$ cat config.mk
export PLATFORM = sky130hd
export DESIGN_NAME = comparator_32bit_signed_ge_serial
export DESIGN_NICKNAME = d
export VERILOG_FILES = /design/src/rtl/comparator_32bit_signed_ge_serial.sv
export SDC_FILE = /design/constraint.sdc
export NUM_CORES = 1
export LEC_CHECK = 0
export ABC_AREA = 1
export CORE_ASPECT_RATIO = 0.8
export CORE_MARGIN = 3
export CORE_UTILIZATION = 52
export CTS_BUF_LIST = sky130_fd_sc_hd__clkbuf_4 sky130_fd_sc_hd__clkbuf_8
export CTS_CLUSTER_DIAMETER = 40
export CTS_CLUSTER_SIZE = 28
export DETAILED_ROUTE_END_ITERATION = 12
export GPL_TIMING_DRIVEN = 1
export PLACE_DENSITY = 0.82
export RECOVER_POWER = 100
export SLEW_MARGIN = 30
export SYNTH_ARGS = -nofsm -noshare
export SYNTH_HDL_FRONTEND = slang
export SYNTH_SLANG_ARGS = --single-unit
export TNS_END_PERCENT = 1
$ cat constraint.sdc
create_clock -name clk -period 7.2 [get_ports clk]
set_input_delay 1.8 -clock clk [delete_from_list [all_inputs] [get_ports clk]]
set_output_delay 1.8 -clock clk [all_outputs]
set_load 0.02 [all_outputs]
$ cat src/rtl/comparator_32bit_signed_ge_serial.sv
// Digit-serial signed comparator: ge = (a >= b), eq = (a == b), scanned MSB-first
// DIGIT bits per cycle, with valid/ready handshakes on both input and output.
module comparator_32bit_signed_ge_serial #(
    parameter int WIDTH      = 32,
    parameter int DIGIT      = 4,
    parameter int EARLY_EXIT = 1
) (
    input  logic             clk,
    input  logic             rst,
    input  logic             in_valid,
    output logic             in_ready,
    input  logic [WIDTH-1:0] a,
    input  logic [WIDTH-1:0] b,
    output logic             out_valid,
    input  logic             out_ready,
    output logic             ge,
    output logic             eq,
    output logic             busy
);
    localparam int N     = WIDTH / DIGIT;
    localparam int CNT_W = (N > 1) ? $clog2(N) : 1;
    localparam logic [WIDTH-1:0] SIGN = WIDTH'(1) << (WIDTH - 1);

    typedef enum logic [1:0] {S_IDLE, S_SCAN, S_DONE} state_t;

    state_t           r_state, w_next;
    logic [WIDTH-1:0] r_a, r_b;
    logic [CNT_W-1:0] r_cnt;
    logic             r_ge, r_eq;
    logic             r_seen, r_dec;
    logic [DIGIT-1:0] w_da, w_db;
    logic             w_diff, w_last, w_gt;

    assign w_da   = r_a[WIDTH-1 -: DIGIT];
    assign w_db   = r_b[WIDTH-1 -: DIGIT];
    assign w_diff = (w_da != w_db);
    assign w_gt   = (w_da > w_db);
    assign w_last = (r_cnt == '0);

    always_ff @(posedge clk) begin
        if (rst) r_state <= S_IDLE;
        else     r_state <= w_next;
    end

    always_comb begin
        w_next    = r_state;
        in_ready  = 1'b0;
        out_valid = 1'b0;
        busy      = 1'b0;
        case (r_state)
            S_IDLE: begin
                in_ready = 1'b1;
                if (in_valid) w_next = S_SCAN;
            end
            S_SCAN: begin
                busy = 1'b1;
                if ((w_diff && EARLY_EXIT != 0) || w_last) w_next = S_DONE;
            end
            S_DONE: begin
                out_valid = 1'b1;
                if (out_ready) w_next = S_IDLE;
            end
            default: w_next = S_IDLE;
        endcase
    end

    // Flipping the sign bit maps two's complement onto offset binary, so a plain
    // unsigned MSB-first digit compare gives the signed ordering.
    always_ff @(posedge clk) begin
        if (rst) begin
            r_cnt  <= '0;
            r_ge   <= 1'b0;
            r_eq   <= 1'b0;
            r_seen <= 1'b0;
            r_dec  <= 1'b0;
        end else begin
            case (r_state)
                S_IDLE: begin
                    if (in_valid) begin
                        r_a    <= a ^ SIGN;
                        r_b    <= b ^ SIGN;
                        r_cnt  <= CNT_W'(N - 1);
                        r_seen <= 1'b0;
                        r_dec  <= 1'b0;
                    end
                end
                S_SCAN: begin
                    if (w_diff && EARLY_EXIT != 0) begin
                        r_ge <= w_gt;
                        r_eq <= 1'b0;
                    end else begin
                        r_a <= r_a << DIGIT;
                        r_b <= r_b << DIGIT;
                        if (!w_last) r_cnt <= r_cnt - CNT_W'(1);
                        // Full-scan mode: the most significant differing digit decides.
                        if (w_diff && !r_seen) begin
                            r_seen <= 1'b1;
                            r_dec  <= w_gt;
                        end
                        if (w_last) begin
                            if (r_seen) begin
                                r_ge <= r_dec;
                                r_eq <= 1'b0;
                            end else if (w_diff) begin
                                r_ge <= w_gt;
                                r_eq <= 1'b0;
                            end else begin
                                r_ge <= 1'b1;
                                r_eq <= 1'b1;
                            end
                        end
                    end
                end
                S_DONE: begin
                    if (out_ready) begin
                        r_ge <= 1'b0;
                        r_eq <= 1'b0;
                    end
                end
                default: ;
            endcase
        end
    end

    assign ge = r_ge;
    assign eq = r_eq;

endmodule

# ---- After elaboration in Yosys (flattened, before gate mapping)
# Cells that the tools add are included.
dict set report word_totals {
  regBits 73
  inputBits 68
  output_inout_bits 5
  wordCells 68
}
dict set report classes {
  add_sub_neg 1
  magnitude_cmp 1
  n_eq_ne 10
  n_mux 33
  bitwise 3
  reduce_logical 12
}
# op count
set ops {}
lappend ops {{two-way mux 32 bit} 4}
lappend ops {{case mux 32 bit (2 select lines)} 2}
lappend ops {{two-way mux 1 bit} 15}
lappend ops {{inequality test 2 bit, second input constant} 6}
lappend ops {{AND reduction 4 bit} 3}
lappend ops {{two-way mux 3 bit} 3}
lappend ops {{case mux 1 bit (2 select lines)} 4}
lappend ops {{two-way mux 2 bit} 3}
lappend ops {{case mux 2 bit (3 select lines)} 1}
lappend ops {{case mux 3 bit (2 select lines)} 1}
lappend ops {{AND reduction 3 bit} 2}
lappend ops {{> comparator 4 bit} 1}
lappend ops {{inequality test 4 bit} 1}
lappend ops {{nonzero test 2 bit} 2}
lappend ops {{logical NOT 3 bit} 1}
lappend ops {{inequality test 3 bit, second input constant} 1}
lappend ops {{NOT 1 bit} 3}
lappend ops {{subtractor 3 x 1 -> 3 bit, second input constant} 1}
lappend ops {{equality test 2 x 1 -> 1 bit, second input constant} 1}
lappend ops {{equality test 2 bit, second input constant} 1}
lappend ops {{logical NOT 2 bit} 1}
lappend ops {{logical AND 1 bit} 1}
lappend ops {{logical NOT 1 bit} 1}
lappend ops {{logical OR 1 bit} 1}

# ---- Logic depth before layout (Yosys ltp)
# Gate-level depths: netlist of the first run.
dict set report depth {
  ltp_word 5
  depth_mapped 9
  depth_no_buf 9
}

# ---- Worst setup path before layout of the first run
# OpenSTA, ideal clock, no wires.
dict set report synth_timing {
  path_kind {input -> register}
  start {input port in_valid}
  end {register r_a[0] (enable)}
  setup_time_ps 508
  t_arrival_ps 5056
  t_required_ps 6692
  setup_slack_ps 1636
  stages 2
  path_buffers 0
  path_cell_list {nand2_1 a21oi_1}
}
dict set report synth_between {
  elab_chain_len 2
}
# item line_no
set synth_lines {}
lappend synth_lines {{from (decl)} 10} ;# input logic in_valid,
lappend synth_lines {{inequality test 2 bit (no source line)} --}
lappend synth_lines {{AND reduction 4 bit (no source line)} --}
lappend synth_lines {{to (signal assigned)} 80} ;# r_a <= a ^ SIGN;
lappend synth_lines {{to (signal assigned)} 92} ;# r_a <= r_a << DIGIT;
lappend synth_lines {{to (decl)} 27} ;# logic [WIDTH-1:0] r_a, r_b;
# No other way between the ends.
# A chain may end at the register's enable or synchronous reset.

# ---- Worst setup path after layout of the first run
dict set report layout_timing {
  start {input port rst}
  end {register r_a[9] (enable)}
}
dict set report layout_between {
  elab_chain_len 2
}
# item line_no
set layout_lines {}
lappend layout_lines {{from (decl)} 9} ;# input logic rst,
lappend layout_lines {{NOT 1 bit (no source line)} --}
lappend layout_lines {{AND reduction 4 bit (no source line)} --}
# No other way between the ends.

==> flow_metrics.py, run 1 <==
metrics = {
    "yosys": {
        "synth_flop_cell": "edfxtp_1",
        "syn_nets": 417,
        "ys_top_cells_by_area": "edfxtp_1 (58%), nand2_1 (20%), dfxtp_1 (5.5%)",
        "synth_top_area_share": 0.582,
        "yosys_warnings": 0,
        "yosysSeqAreaShare": 0.636,
        "synth_edf_count": 64,
        "async_flop_share": 0,
        "syn_inst": 343,
        "synth_cell_types": 20,
        "avgSynthCellArea_sq_um": 9.63,
        "synth_common_cells": "nand2_1 (180), edfxtp_1 (64), inv_1 (30)",
        "ys_ff_latch": 73,
        "yosysMostFrequentCell": "nand2_1",
        "yosys.area.top_type": "edfxtp_1",
        "syn_area_sq_um": 3300,
    },
    "worst_setup_path": {
        "crit_type": "in -> reg",
        "cp_max_fo": 64,
        "critical_path_arrival_ps": 4980,
        "critPathSlowestCell": "clkbuf_1",
        "crit_family": "buffers and inverters",
        "cp-end-kind": "register",
        "critPathMaxStageDelay_ps": 2350,
        "cp.buffers_inverters": 2,
        "cp-start-kind": "input pin",
        "crit_chain": "dlygate4sd3_1, a21oi_4, clkbuf_1",
        "crit_required_ps": 7070,
    },
    "power_and_ir_drop": {
        "p_int_w": 0.000720,
        "power_frac_seq": 0.536,
        "peakVddDrop_mv": 0.125,
        "power.share.combinational": 0.126,
        "power.density_nw_per_um2": 222,
        "clockPowerShare": 0.338,
        "leakage_nw": 1.87,
        "power_switching_w": 0.000217,
        "swShare": 0.231,
    },
    "detailed_routing": {
        "wl_mm": 5.90,
        "vias_per_cell": 4.65,
        "final_antenna_net_count": 0,
        "wl_per_cell_um": 11.8,
        "via_count": 2331,
        "drtIter0Drc": 130,
        "dr.pass1.iters": 4,
        "drc": 0,
    },
    "die": {
        "die_h_um": 77.3,
        "core_sq_um": 6040,
        "io_pins": 73,
        "start_util": 0.547,
        "rows": 25,
        "dieArea_sq_um": 7350,
        "die_x_um": 95.1,
    },
    "timing": {
        "worst_pin_slew_ps": 3330,
        "final-setup-viol-count": 0,
        "hold_viol": 0,
        "tns_ps": 0,
        "max_slew_margin": -1.22,
        "clock.fmax_ghz": 0.196,
        "layout_min_cycle_time_ps": 5110,
        "fin_crit_sh": 0.709,
        "drv_slew": 65,
        "clock_skew_ps": 8.77,
        "rsz0062_at_grt": "false",
        "hold_slack_ps": 449,
    },
    "clocking": {
        "clock_path_buffers": 2,
        "postCtsSetupBuffers": 0,
        "cts_max_level": 3,
        "cts_buffers": 9,
        "clk_pin_slew_worst_paths_ps": 80,
        "cts_tree": "done",
        "postCtsHoldBufs": 0,
        "clock_sinks": 73,
        "clk_latency_ps": 330,
        "post_cts_resized": 0,
        "cts_root_buffer": "clkbuf_8",
    },
    "layout": {
        "finish.instance_area_sq_um": 4230,
        "final_nets": 489,
        "drive_above_1_share": 0.0643,
        "num_antenna_cells": 0,
        "utilization": 0.700,
        "area_growth_pct": 27.9,
        "nFillCells": 457,
    },
    "global_route": {
        "antenna_found_initial": 0,
        "overflow": 0,
        "grt_start_max_net_pins": 69,
        "grt_pass1_wl_mm": 9.62,
        "grt_pass1_vias": 2160,
        "grt_usage": 0.172,
    },
    "worst_hold_path": {
        "hold_class": "reg -> reg",
    },
    "run_status": {
        "status": "finished with violations",
        "violations": "max-capacitance violations, max-slew violations",
    },
    "placement": {
        "gp_congestion": 0.749,
        "place_area_sq_um": 4040,
        "port_buffers": 72,
        "dpl.hpwl_mm": 3.91,
    },
    "flow_run": {
        "max_cap_viol_count": 1,
    },
}
worst register-to-register path, cell delays in order (launching register included):
cell,delay (ps)
dfxtp_1,330
inv_1,90
nand2_4,340
inv_2,180
buf_4,530
nand2_1,220
a21oi_4,140
clkbuf_1,2350
area by class of cell:
type	instances	area (sq um)	area share
Sequential cell	73	2100	0.497
Multi-Input combinational cell	226	977	0.231
Timing Repair Buffer	74	732	0.173
Clock buffer	11	145	0.0343
Inverter	31	116	0.0275
Tap cell	81	101	0.0240
Clock inverter	5	52.6	0.0124
flip-flops by register name, indices dropped and copies added, names as in the netlist:
| register | cells |
|---|---|
| r_seen | 1 |
| r_cnt | 3 |
| ge | 1 |
| r_b | 32 |
| eq | 1 |
| r_state | 2 |
| r_a | 32 |
| r_dec | 1 |
metal layers:
| metal | GRT usage | part of all wire |
|---|---|---|
| met2 | 0.272 | 0.48 |
| met1 | 0.217 | 0.44 |
| met3 | 0.0725 | 0.072 |
| met4 | 0.0476 | 0.0095 |
| met5 | 0 | 0 |
placed cells by master, fill, tap and decap left out, drive strengths merged:
cell type | synthesis | final
nand3 | 2 | 2
bufinv | 0 | 1
clkbuf | 0 | 12
a21oi | 5 | 5
o21bai | 1 | 1
nor2 | 19 | 19
dlygate4sd3 | 0 | 69
dfxtp | 9 | 9
ha | 6 | 6
edfxtp | 64 | 64
buf | 13 | 1
nor3 | 2 | 2
nand4 | 1 | 1
o21ai | 5 | 5
inv | 31 | 33
clkdlybuf4s50 | 0 | 3
clkinv | 0 | 2
nand2 | 185 | 185
worst paths after layout:
check / slack [ps] / cells past startpoint / to / from
worst max-delay path: 2090 / 3 / r_a[9]$_DFFE_PP_ / rst
worst max register to register: 2510 / 7 / r_a[9]$_DFFE_PP_ / r_state[1]$_SDFFE_PP0P_
worst min-delay path: 450 / 2 / r_dec$_SDFFE_PP0P_ / r_dec$_SDFFE_PP0P_
worst min register to register: 450 / 2 / r_dec$_SDFFE_PP0P_ / r_dec$_SDFFE_PP0P_
through the flow:
stage	setup WS, ps	total power (W)	cells
after floorplan	1640	0.000585	343
after global placement	3600	0.000632	485
after detailed placement	3580	0.000637	485
after CTS	3490	0.000953	501
after global routing	1810	0.000983	501
final	2090	0.000937	501
power by group through the flow:
stage | Combinational [W] | Clock [W] | Sequential [W]
after global placement | 0.000123 | 0 | 0.000508
after floorplan | 0.0000743 | 0 | 0.000511
final | 0.000118 | 0.000317 | 0.000502
after global routing | 0.000135 | 0.000344 | 0.000504
after detailed placement | 0.000128 | 0 | 0.000510
after CTS | 0.000128 | 0.000324 | 0.000500
logic make-up after synthesis:
| kind of cell | count (synthesis) | share of synthesized area |
|---|---|---|
| flip-flops | 73 | 0.636 |
| AO/OA/AOI/OAI | 11 | 0.0186 |
| adder cells (fa/ha/maj) | 6 | 0.0227 |
| AND/OR/NAND/NOR | 209 | 0.253 |
| buffers and inverters | 44 | 0.0700 |
Note: power is estimated with default switching activity, not from simulation.
==> run 2, diff against run 1 <==
==> constraint.sdc (replaced) <==
create_clock -name clk -period 4.9 [get_ports clk]
set_input_delay 1.225 -clock clk [delete_from_list [all_inputs] [get_ports clk]]
set_output_delay 1.225 -clock clk [all_outputs]
set_load 0.02 [all_outputs]
==> run 2 against run 1 <==
Compared with the run above:
- the flow still finishes with violations (max-capacitance violations, max-slew violations)
- worst hold slack got worse by 3.1 ps
- cell count rose by 0.20%
- sequential share of layout area rose by 0.39 points
- sequential power rose by 47%
- register-to-register slack got worse by 1200 ps
- critical path type is now reg -> reg
- largest cell class unchanged
- setup slack got worse by 750 ps
- combinational power rose by 54%
- global-route usage rose by 0.30 points
- die area did not move
==> flow_metrics.py, run 2 (same netlist as run 1, synthesis figures left out) <==
metrics = {
    "clocking": {
        "clk_latency_ps": 340,
        "post_cts_resized": 0,
        "clock_sinks": 73,
        "clk_pin_slew_worst_paths_ps": 70,
        "postCtsSetupBuffers": 0,
        "postCtsHoldBufs": 0,
        "clock_path_buffers": 2,
        "cts_root_buffer": "clkbuf_8",
        "cts_buffers": 9,
        "cts_max_level": 3,
        "cts_tree": "done",
    },
    "layout": {
        "multiInputGateArea_sq_um": 966,
        "utilization": 0.695,
        "num_antenna_cells": 0,
        "drive_above_1_share": 0.0594,
        "final_cell_mix": "nand2_1 (180), clkdlybuf4s50_1 (65), edfxtp_1 (64)",
        "area_growth_pct": 26.9,
        "reg_top3": "r_a: 32 flops, r_b: 32 flops, r_cnt: 3 flops",
        "final_nets": 490,
        "register_area_sq_um": 2100,
        "layout_commonest_cell": "nand2_1",
        "layout.cells.non_filler": 502,
        "nFillCells": 467,
    },
    "power_and_ir_drop": {
        "peakVddDrop_mv": 0.152,
        "leakage_nw": 1.85,
        "power.density_nw_per_um2": 316,
    },
    "die": {
        "io_pins": 73,
        "start_util": 0.547,
        "die_h_um": 77.3,
        "core_sq_um": 6040,
        "die_x_um": 95.1,
        "dieArea_sq_um": 7350,
        "rows": 25,
    },
    "placement": {
        "post-place-ws_ps": 2110,
        "dpl.hpwl_mm": 4.03,
        "post-place-cells": 486,
        "gp_congestion": 0.760,
        "port_buffers": 72,
    },
    "global_route": {
        "antenna_found_initial": 0,
        "grt_pass1_vias": 2204,
        "grt_pass1_wl_mm": 9.89,
        "overflow": 0,
        "grt_start_max_net_pins": 69,
        "grt_usage": 0.175,
    },
    "worst_setup_path": {
        "crit_required_ps": 4830,
        "crit_type": "reg -> reg",
        "critical_path_arrival_ps": 3490,
        "cp-start-kind": "register",
        "cp_max_fo": 68,
        "cp-end-kind": "register",
    },
    "timing": {
        "final-setup-viol-count": 0,
        "tns_ps": 0,
        "clock.fmax_ghz": 0.281,
        "hold_viol": 0,
        "fin_ws_ps": 1340,
        "clock_skew_ps": 7.07,
        "drv_slew": 66,
        "max_slew_margin": -0.194,
        "rsz0062_at_grt": "false",
        "hold_slack_ps": 446,
        "worst_pin_slew_ps": 1790,
        "fin_crit_sh": 0.727,
        "layout_min_cycle_time_ps": 3560,
    },
    "detailed_routing": {
        "final_antenna_net_count": 0,
        "drc": 0,
        "via_count": 2353,
        "vias_per_cell": 4.69,
        "drtIter0Drc": 105,
        "dr.pass1.iters": 5,
        "wl_per_cell_um": 11.8,
        "wl_mm": 5.95,
    },
    "worst_hold_path": {
        "hold_class": "reg -> reg",
    },
    "flow_run": {
        "max_cap_viol_count": 2,
    },
    "run_status": {
        "violations": "max-capacitance violations, max-slew violations",
        "status": "finished with violations",
    },
}
run 2: cell types whose count changed in the layout (fill, tap and decap cells not counted), sizes merged:
cell,change
dlygate4sd3,-62
bufinv,-1
clkbuf,+2
inv,-2
clkdlybuf4s50,+62
clkinv,+2
run 2: layer usage:
layer | share of wire | GRT usage | vias up | wire length, um
li1 | - | - | 1223 | -
met1 | 0.42 | 0.232 | 1047 | 2480
met2 | 0.50 | 0.273 | 81 | 2960
met3 | 0.082 | 0.0647 | 2 | 486
met4 | 0.0032 | 0.0432 | 0 | 19
met5 | 0 | 0 | - | 0
run 2: power by group:
group          total, W  internal [W]  switching, W  leakage [nW]
registers      0.000736      0.000726    0.00000998         0.671
logic          0.000182     0.0000865     0.0000960          1.08
clock network  0.000406      0.000205      0.000201        0.0967
run 2: through the flow:
stage | power [W] | area, sq um
floorplan | 0.000859 | 3310
global placement | 0.000929 | 4050
detailed placement | 0.000937 | 4050
CTS | 0.00134 | 4220
global route | 0.00139 | 4190
finish | 0.00132 | 4190
run 2: critical path, cell delays in order, from the launching register on:
cell      delay (ps)
dfxtp_1          400
nand2_4          350
inv_1            170
buf_4            530
nand2_1          120
a21oi_1          200
clkbuf_1        1320
run 2: path summary, 6_finish.rpt:
kind                                               from                 end  slack, ps  depth (start not counted)
worst max register to register  r_state[0]$_SDFFE_PP0P_    r_b[4]$_DFFE_PP_       1340                          6
worst min-delay path                 r_dec$_SDFFE_PP0P_  r_dec$_SDFFE_PP0P_        450                          2
worst max-delay path            r_state[0]$_SDFFE_PP0P_    r_b[4]$_DFFE_PP_       1340                          6
worst min register to register       r_dec$_SDFFE_PP0P_  r_dec$_SDFFE_PP0P_        450                          2
run 2: area by class of cell:
cell class	instances	area share
clock buffer	12	0.0364
clock inverter	4	0.00477
inverter	31	0.0277
multi-input combinational	226	0.230
sequential	73	0.501
tap	81	0.0242
timing repair buffer	75	0.175
==> run 3, diff against run 2 <==
==> constraint.sdc (replaced) <==
create_clock -name clk -period 3.3 [get_ports clk]
set_input_delay 0.825 -clock clk [delete_from_list [all_inputs] [get_ports clk]]
set_output_delay 0.825 -clock clk [all_outputs]
set_load 0.02 [all_outputs]
==> run 3 against run 2 <==
Compared with the run above:
- the run now ends clean
- clock power grew 94%
- core utilization increased by 1.6 points
- non-clock buffer count rose by 1
==> flow_metrics.py, run 3 (same netlist as run 1, synthesis figures left out) <==
metrics = {
    "global_route": {
        "grt_pass1_wl_mm": 10.0,
        "grt_start_max_net_pins": 68,
        "grt_pass1_vias": 2375,
        "grt_usage": 0.178,
        "overflow": 0,
        "antenna_found_initial": 0,
    },
    "power_and_ir_drop": {
        "peakVddDrop_mv": 0.313,
        "leakage_nw": 1.87,
        "totalPowerFinal_w": 0.00216,
        "power.density_nw_per_um2": 503,
    },
    "worst_setup_path": {
        "cp-end-kind": "output port",
        "crit_chain": "inv_1, nand2_4, inv_1, dlygate4sd3_1",
        "crit_required_ps": 2470,
        "critPathSlowestCell": "dlygate4sd3_1",
        "critPathMaxStageDelay_ps": 700,
        "cp-start-kind": "register",
        "cp_max_fo": 3,
        "critical_path_arrival_ps": 1640,
        "crit_top_cell": "inv_1",
        "crit_type": "reg -> out",
    },
    "die": {
        "core_sq_um": 6040,
        "start_util": 0.547,
        "die_x_um": 95.1,
        "rows": 25,
        "dieArea_sq_um": 7350,
        "die_h_um": 77.3,
        "io_pins": 73,
    },
    "clocking": {
        "clk_latency_ps": 340,
        "cts_tree": "done",
        "cts_root_buffer": "clkbuf_8",
        "postCtsHoldBufs": 0,
        "cts_buffers": 9,
        "cts_max_level": 3,
        "postCtsSetupBuffers": 0,
        "clock_sinks": 73,
        "clk_pin_slew_worst_paths_ps": 80,
        "clock_path_buffers": 2,
        "post_cts_resized": 0,
    },
    "detailed_routing": {
        "final_antenna_net_count": 0,
        "dr.pass1.iters": 4,
        "drtIter0Drc": 79,
        "wl_mm": 6.10,
        "drc": 0,
        "via_count": 2393,
        "wl_per_cell_um": 12.1,
        "vias_per_cell": 4.76,
    },
    "timing": {
        "final-setup-viol-count": 0,
        "rsz0062_at_grt": "false",
        "clock.fmax_ghz": 0.405,
        "drv_slew": 0,
        "tns_ps": 0,
        "hold_viol": 0,
        "fin_crit_sh": 0.748,
        "clock_skew_ps": 13.0,
        "layout_min_cycle_time_ps": 2470,
        "worst_pin_slew_ps": 1260,
        "fin_ws_ps": 830,
        "max_slew_margin": 0.159,
    },
    "layout": {
        "finish.instance_area_sq_um": 4290,
        "drive_above_1_share": 0.0664,
        "final_nets": 491,
        "area_growth_pct": 29.9,
        "nFillCells": 435,
        "final_cell_mix": "nand2_1 (181), clkdlybuf4s50_1 (66), edfxtp_1 (64)",
        "layout_commonest_cell": "nand2_1",
        "reg_top3": "r_a: 32 flops, r_b: 32 flops, r_cnt: 3 flops",
        "layout.cells.non_filler": 503,
        "num_antenna_cells": 0,
    },
    "placement": {
        "gp_congestion": 0.785,
        "port_buffers": 72,
        "place_area_sq_um": 4080,
        "post-place-cells": 487,
        "dpl.hpwl_mm": 4.21,
        "post-place-ws_ps": 769,
    },
    "flow_run": {
        "max_cap_viol_count": 0,
    },
    "run_status": {
        "status": "completed",
    },
    "worst_hold_path": {
        "hold_class": "reg -> reg",
    },
}
-- run 3: cell types whose count changed in the layout (fill, tap and decap cells not counted), sizes merged --
cell / delta
clkinv: -3
buf: +1
clkdlybuf4s50: +1
inv: +1
bufinv: +2
dlygate4sd3: -1
-- run 3: worst max-delay path, delay by kind of cell, from the launching register on --
family	cells	cell delay, ps
buffers and inverters	3	930
flip-flops	1	330
AND/OR/NAND/NOR	1	50
-- run 3: routing by layer --
| layer | vias to the layer above | share of wire | track usage |
|---|---|---|---|
| met5 | - | 0 | 0 |
| met4 | 0 | 0.012 | 0.0663 |
| met3 | 8 | 0.066 | 0.0588 |
| met2 | 68 | 0.48 | 0.298 |
| met1 | 1087 | 0.44 | 0.212 |
| li1 | 1230 | - | - |
-- run 3: path summary, 6_finish.rpt --
check,startpoint,end,slack [ps],cells past startpoint
worst max-delay path,r_state[1]$_SDFFE_PP0P_,busy,830,4
worst min-delay path,ge$_SDFFE_PP0P_,ge$_SDFFE_PP0P_,460,2
worst max register to register,r_state[1]$_SDFFE_PP0P_,r_b[31]$_DFFE_PP_,1170,5
worst min register to register,ge$_SDFFE_PP0P_,ge$_SDFFE_PP0P_,460,2
-- run 3: through the flow --
step,hold slack (ps),util
global placement,437,0.675
floorplan,421,-
CTS,460,0.714
detailed placement,449,0.675
global route,482,0.711
finish,461,0.711
-- run 3: final cells by class --
cell class,instances,area [sq um],share of cell area
Multi-Input combinational cell,226,970,0.226
Inverter,31,116,0.0271
Tap cell,81,101,0.0236
Clock buffer,12,159,0.0370
Clock inverter,4,73.8,0.0172
Timing Repair Buffer,76,771,0.180
Sequential cell,73,2100,0.490
-- run 3: where the power goes --
part	total, W	internal (W)	leakage [nW]	switching [W]
Sequential	0.00109	0.00108	0.671	0.0000153
Clock	0.000788	0.000477	0.120	0.000311
Combinational	0.000283	0.000137	1.08	0.000146
